## config.mk

```make
export PLATFORM = sky130hd
export DESIGN_NAME = uart_recv
export DESIGN_NICKNAME = d
export VERILOG_FILES = /design/src/rtl/uart_recv.sv
export SDC_FILE = /design/constraint.sdc
export NUM_CORES = 1
export LEC_CHECK = 0
export BUFFER_PORTS_ARGS = -buffer_cell sky130_fd_sc_hd__clkbuf_2
export CORE_AREA = 2 2 72 57
export DETAILED_ROUTE_END_ITERATION = 10
export DIE_AREA = 0 0 74 59
export GPL_TIMING_DRIVEN = 1
export PLACE_DENSITY = 0.72
export SYNTH_ARGS = -nofsm -noshare
export SYNTH_HDL_FRONTEND = slang
export SYNTH_SLANG_ARGS = --single-unit
```

## constraint.sdc

```tcl
create_clock -name clk -period 2.9 [get_ports clk]
set_clock_uncertainty 0.2 [all_clocks]
set_input_delay 0.58 -clock clk [delete_from_list [all_inputs] [get_ports clk]]
set_output_delay 0.58 -clock clk [all_outputs]
set_load 0.01 [all_outputs]
```

## src/rtl/uart_recv.sv

```systemverilog
// uart_recv: 8N1 UART receiver. Samples the synchronised serial line near the
// middle of each bit. It reports a good byte with a one-cycle valid pulse
// and a bad stop bit with a one-cycle frame_err pulse.
module uart_recv #(
  parameter int CLK_FREQ = 100_000_000,
  parameter int BAUD     = 9600
) (
  input  logic       clk,
  input  logic       rst,
  input  logic       din,
  output logic       valid,
  output logic [7:0] data,
  output logic       frame_err,
  output logic       busy
);

  localparam int BIT_CNT = CLK_FREQ / BAUD;
  localparam int HALF    = BIT_CNT / 2;
  localparam int CW      = (BIT_CNT > 1) ? $clog2(BIT_CNT) : 1;

  localparam logic [CW-1:0] HALF_LAST = CW'(HALF - 1);
  localparam logic [CW-1:0] BIT_LAST  = CW'(BIT_CNT - 1);
  localparam logic [CW-1:0] CNT_ONE   = CW'(1);

  typedef enum logic [2:0] {
    IDLE      = 3'd0,
    START     = 3'd1,
    DATA      = 3'd2,
    STOP      = 3'd3,
    WAIT_HIGH = 3'd4
  } state_t;

  // Line synchroniser and edge-detect history.
  // These flops reset to the idle level, so reset release does not look like
  // a falling edge unless the line really is low.
  logic rx_m, rx_s, rx_d;

  state_t          state, state_next;
  logic [CW-1:0]   clk_cnt, clk_cnt_next;
  logic [2:0]      bit_idx, bit_idx_next;
  logic [7:0]      shift_reg, shift_next;
  logic [7:0]      data_next;
  logic            valid_next, frame_err_next;

  // Two-flop synchroniser on din plus one delay flop for falling-edge detect
  always_ff @(posedge clk or posedge rst) begin
    if (rst) begin
      rx_m <= 1'b1;
      rx_s <= 1'b1;
      rx_d <= 1'b1;
    end else begin
      rx_m <= din;
      rx_s <= rx_m;
      rx_d <= rx_s;
    end
  end

  // Receiver state, counters and registered outputs
  always_ff @(posedge clk or posedge rst) begin
    if (rst) begin
      state     <= IDLE;
      clk_cnt   <= '0;
      bit_idx   <= 3'd0;
      shift_reg <= 8'h00;
      data      <= 8'h00;
      valid     <= 1'b0;
      frame_err <= 1'b0;
      busy      <= 1'b0;
    end else begin
      state     <= state_next;
      clk_cnt   <= clk_cnt_next;
      bit_idx   <= bit_idx_next;
      shift_reg <= shift_next;
      data      <= data_next;
      valid     <= valid_next;
      frame_err <= frame_err_next;
      busy      <= (state_next != IDLE);
    end
  end

  // Next-state, bit timing, sampling and output-pulse decisions
  always_comb begin
    state_next     = state;
    clk_cnt_next   = clk_cnt;
    bit_idx_next   = bit_idx;
    shift_next     = shift_reg;
    data_next      = data;
    valid_next     = 1'b0;
    frame_err_next = 1'b0;

    case (state)
      IDLE: begin
        clk_cnt_next = '0;
        if (!rx_s && rx_d) begin
          state_next = START;
        end else begin
          state_next = IDLE;
        end
      end

      START: begin
        if (clk_cnt == HALF_LAST) begin
          clk_cnt_next = '0;
          if (!rx_s) begin
            state_next   = DATA;
            bit_idx_next = 3'd0;
          end else begin
            // Line went back high before mid-start: treat it as a glitch
            state_next = IDLE;
          end
        end else begin
          clk_cnt_next = clk_cnt + CNT_ONE;
        end
      end

      DATA: begin
        if (clk_cnt == BIT_LAST) begin
          clk_cnt_next        = '0;
          shift_next[bit_idx] = rx_s;
          bit_idx_next        = bit_idx + 3'd1;
          if (bit_idx == 3'd7) begin
            state_next = STOP;
          end else begin
            state_next = DATA;
          end
        end else begin
          clk_cnt_next = clk_cnt + CNT_ONE;
        end
      end

      STOP: begin
        if (clk_cnt == BIT_LAST) begin
          clk_cnt_next = '0;
          if (rx_s) begin
            data_next  = shift_reg;
            valid_next = 1'b1;
            state_next = IDLE;
          end else begin
            // Bad stop bit: hold data and wait for the line to recover
            frame_err_next = 1'b1;
            state_next     = WAIT_HIGH;
          end
        end else begin
          clk_cnt_next = clk_cnt + CNT_ONE;
        end
      end

      WAIT_HIGH: begin
        clk_cnt_next = '0;
        if (rx_s) begin
          state_next = IDLE;
        end else begin
          state_next = WAIT_HIGH;
        end
      end

      default: begin
        clk_cnt_next = '0;
        state_next   = IDLE;
      end
    endcase
  end

endmodule

```

==> run_results.csv <==
group,metric,value,unit
critical_path,path_class,"reg2reg",
die,die_width,74,um
routing,wl_per_cell,13.7,um
clocking,cts_root_buf,"clkbuf_8",
synth,yosys.cell_count.top_type,"nand2_1",
synth,ys_seq_elements,42,
critical_path,endpoint_kind,"flip-flop",
critical_path,critical_path.startpoint_type,"flip-flop",
routing,vias,1317,
cells_and_area,final_cells,250,
cells_and_area,stdcell_area,2150,um2
die,num_io_pins,14,
timing,layout_setup_ws,0.514,ns
cells_and_area,post-route-util,59.8,%
place,portBuffers,13,
clocking,cts_setup_buffers,0,
die,core.rowCount,19,
timing,post-route-period-util,82.3,%
clocking,clkSinkCount,42,
cells_and_area,drive_gt1_share,19.7,%
synth,ys_seq_area_share,54.2,%
routing,drt-pass1-iter-count,5,
timing,maxSlewHeadroom,65.4,%
critical_path,path_max_fanout,10,
place,pre_cts_ws,0.518,ns
routing,drc,0,
timing,rsz0062_at_grt,"false",
timing,max_freq,0.419,GHz
grt,antenna_found_initial,0,
grt,grt_max_degree,43,
power_and_ir_drop,internal-power,0.000864,W
die,die_y,59,um
place,place_hpwl,2450,um
power_and_ir_drop,power_frac_comb,9.5,%
cells_and_area,largest_register_ff_count,14,
timing,setup_tns,0,ns
job,maxCapViolCount,0,
synth,yosys_warnings,0,
synth,yosysTopAreaCell,"dfrtp_1",
place,place_inst,242,
clocking,cts-buffers-inserted,5,
place,place.gp.congestion,0.849,
clocking,clock_latency,0.29,ns
synth,synth_top_area_share,50.1,%
routing,routed_wl,3430,um
clocking,htree_levels,2,
timing,worstMarginPinSlew,0.517,ns
synth,syn_nets,187,
routing,viasPerCell,5.27,
grt,grt_usage,18.8,%
power_and_ir_drop,p_per_area,540,nW/um2
power_and_ir_drop,p_seq_share,57.6,%
grt,grt_pass1_vias,1319,
critical_path,cp.required,2.88,ns
synth,synth.top_cells.by_count,"40 x nand2_1, 39 x dfrtp_1, 17 x nor2_1, 7 x mux2_2",
power_and_ir_drop,p_sw_share,25.6,%
power_and_ir_drop,power.leakage,1.01,nW
cells_and_area,syn2layout_area_growth,10.3,%
synth,synth_area_leaders,"dfrtp_1 50%, nand2_1 7.7%, dfstp_2 4.0%, mux2_2 4.0%, nor2_1 3.3%",
power_and_ir_drop,clock_power_share,32.9,%
synth,synth_cell_types,41,
timing,hold_viol_final,0,
timing,setup_violations,0,
power_and_ir_drop,power.switching,0.000297,W
critical_path,crit_arrival,2.37,ns
synth,syn_avg_cell_area,10.8,um2
routing,route.antenna.remaining_nets,0,
clocking,cts_resized,0,
place,place_area,2060,um2
clocking,cts_tree,"done",
clocking,clk_pin_slew,0.08,ns
synth,synth_edf_count,0,
timing,drv_slew,0,
die,start_util,54.2,%
status,status,"finished, final reports clean",
clocking,cts_buffer_depth,2,
cells_and_area,nNetsFinal,203,
grt,grt_pass1_wl,6040,um
synth,ys.flop_type,"dfrtp_1",
routing,drtIter0Drc,66,
cells_and_area,diodes,0,
synth,async_flop_share,100,%
timing,period_needed,2.39,ns
clocking,cts_hold_buf,0,
die,die_area,4370,um2
synth,syn_inst,181,
synth,synthesis.area,1950,um2
power_and_ir_drop,ir_worst_vdd,373,uV
grt,grt-ovfl-total,0,
worst_hold_path,hold_path.class,"reg2reg",
cells_and_area,nFillCells,314,
die,coreArea,3590,um2
-- final timing paths --
| kind | from | to | slack (ns) | cells after the start |
|---|---|---|---|---|
| setup / recovery | clk_cnt[0] | shift_reg[0] | 0.51 | 6 |
| hold / removal | rx_m | rx_s | 0.16 | 0 |
| setup reg to reg | clk_cnt[0] | shift_reg[0] | 0.51 | 6 |
| hold reg to reg | rx_m | rx_s | 0.16 | 0 |
| max in group asynchronous | rst | rx_s | 1.94 | 3 |
| min in group asynchronous | rst | frame_err | 0.18 | 3 |
-- power by group through the flow --
stage | sequential (W) | combinational (W) | clock, W
6_report | 0.000668 | 0.000110 | 0.000382
5_1_grt | 0.000676 | 0.000131 | 0.000415
4_1_cts | 0.000668 | 0.000112 | 0.000389
3_5_place_dp | 0.000679 | 0.000111 | 0
3_3_place_gp | 0.000676 | 0.000109 | 0
2_1_floorplan | 0.000669 | 0.0000905 | 0
-- layer usage --
metal,vias to the layer above,share of wire (%),wire length (um),GRT usage [%]
met5,-,0,0,0
met4,0,1.5,52,8.57
met3,8,4.0,138,4.59
met2,26,44,1510,28.4
met1,638,50,1730,25.8
li1,645,-,-,-
-- final cells by class --
cell class / instances / area (um2) / share of cell area (%)
Tap cell: 52 / 65.1 / 3.03
Multi-Input combinational cell: 128 / 841 / 39.2
Inverter: 6 / 22.5 / 1.05
Sequential cell: 42 / 1050 / 49.1
Clock buffer: 7 / 86.3 / 4.02
Clock inverter: 1 / 5.00 / 0.233
Timing Repair Buffer: 14 / 72.6 / 3.38
-- cell families (layout without fill, tap and decap cells) --
family | count (synthesis) | in the layout | synth area share [%]
fa+ha+maj | 3 | 3 | 1.93
flops | 42 | 42 | 54.2
simple gates | 96 | 96 | 27.4
buf+inv | 11 | 28 | 2.64
xor+xnor | 12 | 12 | 5.40
compound gates | 5 | 5 | 1.74
mux | 12 | 12 | 6.68
-- cells in the final DEF (no fill, tap or decap), types with 2 or more instances in the layout --
master / count
xnor2_1: 6
nor4_1: 6
nand2b_1: 3
clkbuf_2: 13
nand2_1: 40
nor2_1: 17
clkbuf_8: 6
mux2i_1: 4
nor4b_1: 2
nand3_1: 2
dfrtp_1: 39
mux2_2: 7
nand3b_1: 2
inv_1: 6
ha_1: 3
o21ai_0: 2
dfstp_2: 3
nor3_1: 3
nand4_1: 4
nor3b_2: 2
xor2_1: 6
-- through the flow --
step / total power, W / hold slack, ns
5_1_grt: 0.00122 / 0.153
2_1_floorplan: 0.000759 / 0.145
4_1_cts: 0.00117 / 0.160
6_report: 0.00116 / 0.159
3_3_place_gp: 0.000786 / 0.148
3_5_place_dp: 0.000790 / 0.149
-- worst max-delay path, stage by stage, from the launching register on --
cell     delay [ns]
dfrtp_1        0.39
ha_1           0.20
and3_2         0.23
and4b_1        0.45
nand2_8        0.13
nor4_1         0.29
mux2_2         0.38
Note: power is estimated with default switching activity, not from simulation.
